--- config.mk ---
export PLATFORM = sky130hd
export DESIGN_NAME = texture_loader
export DESIGN_NICKNAME = d
export VERILOG_FILES = /design/src/rtl/gpu_pkg.sv /design/src/rtl/texture_loader.sv
export SDC_FILE = /design/constraint.sdc
export NUM_CORES = 1
export LEC_CHECK = 0
export ABC_AREA = 1
export ABC_CLOCK_PERIOD_IN_PS = 7540
export CAP_MARGIN = 25
export CELL_PAD_IN_SITES_DETAIL_PLACEMENT = 1
export CELL_PAD_IN_SITES_GLOBAL_PLACEMENT = 2
export CORE_UTILIZATION = 36
export CTS_CLUSTER_SIZE = 30
export DETAILED_ROUTE_END_ITERATION = 10
export GPL_TIMING_DRIVEN = 0
export PLACE_DENSITY_LB_ADDON = 0.1
export RECOVER_POWER = 100
export SLEW_MARGIN = 20
export SYNTH_ARGS = -nofsm -noshare
export SYNTH_HDL_FRONTEND = slang
export SYNTH_SLANG_ARGS = --single-unit
--- constraint.sdc ---
create_clock -name clk -period 7.54 [get_ports clk]
set_input_delay 1.508 -clock clk [delete_from_list [all_inputs] [get_ports clk]]
set_output_delay 1.508 -clock clk [all_outputs]
set_load 0.005 [all_outputs]
--- src/rtl/gpu_pkg.sv ---
// Shared GPU definitions: texture loader state encoding and packet framing constants.
package gpu_pkg;

    typedef enum logic [2:0] {
        IDLE    = 3'd0,
        ADDR_HI = 3'd1,
        ADDR_LO = 3'd2,
        LEN_HI  = 3'd3,
        LEN_LO  = 3'd4,
        TEX_HI  = 3'd5,
        TEX_LO  = 3'd6,
        DONE    = 3'd7
    } loader_state_t;

    localparam logic [7:0] LOADER_SYNC = 8'hA5;
    localparam int         TEXEL_BYTES = 2;

endpackage

--- src/rtl/texture_loader.sv ---
// Texture upload front end: parses sync/address/count framed byte packets and
// writes 12-bit texels to sequential texture RAM addresses.
module texture_loader
    import gpu_pkg::*;
#(
    parameter int ADDR_WIDTH   = 16,
    parameter int COLOR_WIDTH  = 12,
    parameter int TEXTURE_SIZE = 64*64
) (
    input  logic                   clk,
    input  logic                   rst,
    input  logic [7:0]             s_data,
    input  logic                   s_valid,
    output logic                   s_ready,
    output logic [ADDR_WIDTH-1:0]  waddr,
    output logic [COLOR_WIDTH-1:0] wcolor,
    output logic                   wen,
    output logic                   busy,
    output logic                   done,
    output logic                   overflow
);

    if (COLOR_WIDTH != 12) begin : g_bad_color_width
        $error("texture_loader: COLOR_WIDTH must be 12");
    end

    // One extra bit so a TEXTURE_SIZE of exactly 2^ADDR_WIDTH is representable
    localparam logic [ADDR_WIDTH:0] TEX_LIMIT = (ADDR_WIDTH+1)'(TEXTURE_SIZE);

    loader_state_t          state_r, next_state_s;
    logic [7:0]             addr_hi_r;
    logic [7:0]             len_hi_r;
    logic [ADDR_WIDTH-1:0]  addr_r;
    logic [15:0]            cnt_r;
    logic [3:0]             nib_r;
    logic [ADDR_WIDTH-1:0]  waddr_r;
    logic [COLOR_WIDTH-1:0] wcolor_r;
    logic                   wen_r;
    logic                   busy_r;
    logic                   done_r;
    logic                   ovf_r;
    logic                   ready_r;

    logic                   accept_s;
    logic                   in_range_s;
    logic                   issue_s;
    logic                   sync_s;
    logic                   tex_write_s;

    assign accept_s    = s_valid && ready_r;
    assign in_range_s  = ({1'b0, addr_r} < TEX_LIMIT);
    assign tex_write_s = issue_s && in_range_s;

    // Next-state decode and per-byte strobes
    always_comb begin
        next_state_s = state_r;
        issue_s      = 1'b0;
        sync_s       = 1'b0;
        case (state_r)
            IDLE: begin
                if (accept_s && (s_data == LOADER_SYNC)) begin
                    next_state_s = ADDR_HI;
                    sync_s       = 1'b1;
                end else begin
                    next_state_s = IDLE;
                end
            end
            ADDR_HI: begin
                if (accept_s) next_state_s = ADDR_LO;
                else          next_state_s = ADDR_HI;
            end
            ADDR_LO: begin
                if (accept_s) next_state_s = LEN_HI;
                else          next_state_s = ADDR_LO;
            end
            LEN_HI: begin
                if (accept_s) next_state_s = LEN_LO;
                else          next_state_s = LEN_HI;
            end
            LEN_LO: begin
                if (accept_s) begin
                    if ({len_hi_r, s_data} == 16'd0) next_state_s = DONE;
                    else                             next_state_s = TEX_HI;
                end else begin
                    next_state_s = LEN_LO;
                end
            end
            TEX_HI: begin
                if (accept_s) next_state_s = TEX_LO;
                else          next_state_s = TEX_HI;
            end
            TEX_LO: begin
                if (accept_s) begin
                    issue_s = 1'b1;
                    if (cnt_r == 16'd1) next_state_s = DONE;
                    else                next_state_s = TEX_HI;
                end else begin
                    next_state_s = TEX_LO;
                end
            end
            DONE:    next_state_s = IDLE;
            default: next_state_s = IDLE;
        endcase
    end

    // State register and state-derived status outputs
    always_ff @(posedge clk or posedge rst) begin
        if (rst) begin
            state_r <= IDLE;
            ready_r <= 1'b0;
            busy_r  <= 1'b0;
            done_r  <= 1'b0;
        end else begin
            state_r <= next_state_s;
            ready_r <= (next_state_s != DONE);
            busy_r  <= (next_state_s != IDLE);
            done_r  <= (next_state_s == DONE);
        end
    end

    // Header fields, running address, remaining count and pending nibble
    always_ff @(posedge clk or posedge rst) begin
        if (rst) begin
            addr_hi_r <= 8'd0;
            len_hi_r  <= 8'd0;
            addr_r    <= '0;
            cnt_r     <= 16'd0;
            nib_r     <= 4'd0;
        end else if (accept_s) begin
            case (state_r)
                ADDR_HI: addr_hi_r <= s_data;
                ADDR_LO: addr_r    <= ADDR_WIDTH'({addr_hi_r, s_data});
                LEN_HI:  len_hi_r  <= s_data;
                LEN_LO:  cnt_r     <= {len_hi_r, s_data};
                TEX_HI:  nib_r     <= s_data[3:0];
                TEX_LO: begin
                    addr_r <= addr_r + ADDR_WIDTH'(1'b1);
                    cnt_r  <= cnt_r - 16'd1;
                end
                default: ;
            endcase
        end
    end

    // Texture write port; address/color hold while no write is issued
    always_ff @(posedge clk or posedge rst) begin
        if (rst) begin
            wen_r    <= 1'b0;
            waddr_r  <= '0;
            wcolor_r <= '0;
        end else begin
            wen_r <= tex_write_s;
            if (tex_write_s) begin
                waddr_r  <= addr_r;
                wcolor_r <= COLOR_WIDTH'({nib_r, s_data});
            end
        end
    end

    // Sticky overflow, cleared when a new packet starts
    always_ff @(posedge clk or posedge rst) begin
        if (rst) begin
            ovf_r <= 1'b0;
        end else if (sync_s) begin
            ovf_r <= 1'b0;
        end else if (issue_s && !in_range_s) begin
            ovf_r <= 1'b1;
        end
    end

    assign s_ready  = ready_r;
    assign waddr    = waddr_r;
    assign wcolor   = wcolor_r;
    assign wen      = wen_r;
    assign busy     = busy_r;
    assign done     = done_r;
    assign overflow = ovf_r;

endmodule
==> results.md <==
* WP data arrival at 3.88 ns
* Tot GR Track Use at 23.9%
* Antenna Violating Nets Remaining at 0
* Clock slew at reported path FFs at 0.07 ns
* Post-CTS Resized at 0
* CTS Sinks at 88
* Total power draw at 2170 uW
* CTS Buf Count at 9
* RePlAce Congestion at 0.826
* Drt first pass iters at 4
* Hold Crit Depth at 2
* Vias in the first global route at 4381
* Pwr/cell area at 394 nW/um2
* CTS Hold Buffers Added at 0
* Largest net degree at the start of global routing at 60
* FF-to-FF Start: s_ready
* Layout cell share with drive strength beyond 1 at 6.40%
* DR WL/cell at 17.3 um
* Final setup vio count at 0
* Critical path origin: s_valid
* RSZ-0062 raised after global routing: false
* Fmax at 278 MHz
* DP Wirelength at 10.9 mm
* Drt drc at 0
* Die Ht at 116 um
* Failing checks: max-capacitance violations
* Starting Density at 37.0%
* Actual slew at the worst max-slew pin at 1.46 ns
* Critical path class: primary input to flip-flop
* Most area-hungry cell type in the Yosys netlist: dfrtp_1
* Hold path startpoint: waddr[8]
* Via density at 4.96
* Reg-to-reg setup timing slack at 5.27 ns
* Fillers at 1608
* Die width at 116 um
* Post-Syn Nets at 626
* Max-slew violation count at 0
* Final Hold Fails at 0
* Gate Count Post-Synth at 612
* Storage cell area at 2200 um2
* DR vias at 4186
* Final layout net count at 681
* Clock Latency Late Sink at 0.35 ns
* Worst EP required at 7.82 ns
* Worst flop-to-flop path endpoint: addr_r[13]
* Sum Neg Setup Slack at 0 ns
* Hold Path Class: flip-flop to flip-flop
* Post-synth top area share at 47.0%
* Initial antenna violation count at 0
* Peak supply drop at 0.161 mV
* Worst clock skew at 0.0120 ns
* Final period util at 47.7%
* GRT overflow at 0
* I/O Buffers at 43
* Outcome: finished with violations
* Syn_area_per_cell at 7.66 um2
* Worst Setup End Kind: flip-flop
* Root buffer cell: clkbuf_16
* Worst Reg2Reg Path Length in Cells at 9
* Setup Buffers After CTS at 0
* Synth Warn # at 0
* First-pass GRT wire length at 23.9 mm
* H-tree depth reported by CTS at 3
* CTS Buffer Depth at 2
* Startpoint Class: primary input
* Area of the core at 12700 um2
* Area occupied by multi-input gates at 1930 um2
* CTS tree: done
* Num rows at 41
* Crit Path Max Fanout at 10
* DRT Wirelength at 14.6 mm
* LEAKAGE at 0.00271 uW
* DR iter-0 viols at 157
* Synth top area cells: dfrtp_1 47%, nand2_1 15%, inv_1 5.6%, nor2_1 5.4%, o21ai_0 5.2%
* Post-synthesis register bit count at 88
* I/O pin cnt at 44
* Die ar. at 13500 um2
* Worst Hold Path EP: waddr[8]
* Synth unique cells at 31
* Min Tclk post-route at 3.59 ns
* Ant diodes at 0
* Max-Cap Viols at 1
* Max_slew headroom at 2.15%
* Area grow syn2layout at 17.5%
* Post-synthesis sequential area ratio at 47.0%
* Cell area after synthesis at 4690 um2
## worst max-delay path by stage
| stage | cells past startpoint | endpoint | slack, ns |
|---|---|---|---|
| after floorplan | 1 | addr_hi_r[0] | 3.75 |
| after global routing | 10 | addr_r[13] | 3.69 |
| after global placement | 2 | busy | 2.11 |
| after CTS | 9 | addr_r[4] | 4.66 |
| final | 10 | addr_r[13] | 3.95 |
| after detailed placement | 9 | addr_r[4] | 4.29 |
## metrics by stage
step / hold slack (ns) / area, um2 / worst slack, ns / std cells / util [%]
6_report: 0.486 / 5510 / 3.95 / 844 / 43.5
5_1_grt: 0.506 / 5510 / 3.69 / 844 / 43.5
4_1_cts: 0.482 / 5650 / 4.66 / 844 / 44.6
3_5_place_dp: 0.466 / 5370 / 4.29 / 828 / 42.4
3_3_place_gp: 0.464 / 5330 / 2.11 / 827 / 42.1
2_1_floorplan: 0.446 / 4690 / 3.75 / 612 / -
## per-layer routing
layer / wire length (um) / track usage [%]
met4: 114 / 5.21
met1: 7260 / 33.5
met5: 0 / 0
met3: 533 / 5.29
met2: 6720 / 37.7
## flip-flops by register name, summed over array words and instances, names as in the netlist, 3 cells and up
signal     cells
nib_r          4
addr_r        16
state_r        3
cnt_r         16
wcolor        12
waddr         16
addr_hi_r      8
len_hi_r       8
## synth_stat cells (all sizes together)
cell type / count
dfrtp: 88
nor3: 2
o21ai: 82
xor2: 2
nor4: 1
a21oi: 13
buf: 21
nand3: 32
nor2: 72
o21a: 1
nand2: 198
o21bai: 2
inv: 76
nand4: 9
o31ai: 1
a31oi: 3
or2: 2
o22ai: 2
nand3b: 2
ha: 3
## area by class of cell
type | count | area share [%]
flip-flops and latches | 88 | 40.0
clock inverters | 5 | 0.727
well taps | 172 | 3.91
clock buffers | 11 | 4.41
plain buffers | 21 | 2.45
inverters | 76 | 5.20
repair buffers | 44 | 8.31
multi-input cells | 427 | 35.0
## worst max-delay path, cell delays in order
cell           delay, ns
dlygate4sd3_1       0.56
nand2_1             0.16
nor2_1              0.18
nand2_1             0.30
inv_1               0.30
clkbuf_1            0.46
o21ai_0             0.22
inv_1               0.09
nand2_1             0.05
nand2_1             0.05
## power breakdown
group / internal [uW] / switching, uW / leakage, uW
clock: 235 / 204 / 0.000128
sequential: 689 / 196 / 0.00108
combinational: 349 / 501 / 0.00150
## kinds of logic (layout without fill, tap and decap cells)
logic type      Yosys count  after routing  synth area share [%]
simple gates            318            318                  29.0
compound gates          104            104                  13.1
buf+inv                  97            157                  9.74
flops                    88             88                  47.0
fa+ha+maj                 3              3                 0.801
xor+xnor                  2              2                 0.374
## cells in the final DEF, fill, tap and decap left out, types with 6 or more instances in the layout
master,count
o21ai_1,8
nand2_1,195
o21ai_0,71
nand3_1,32
nor2_1,68
buf_6,6
clkbuf_1,11
dfrtp_1,88
dlygate4sd3_1,36
inv_1,72
clkbuf_16,9
clkdlybuf4s50_1,7
a21oi_1,13
nand4_1,9
Note: power is estimated with default switching activity, not from simulation.
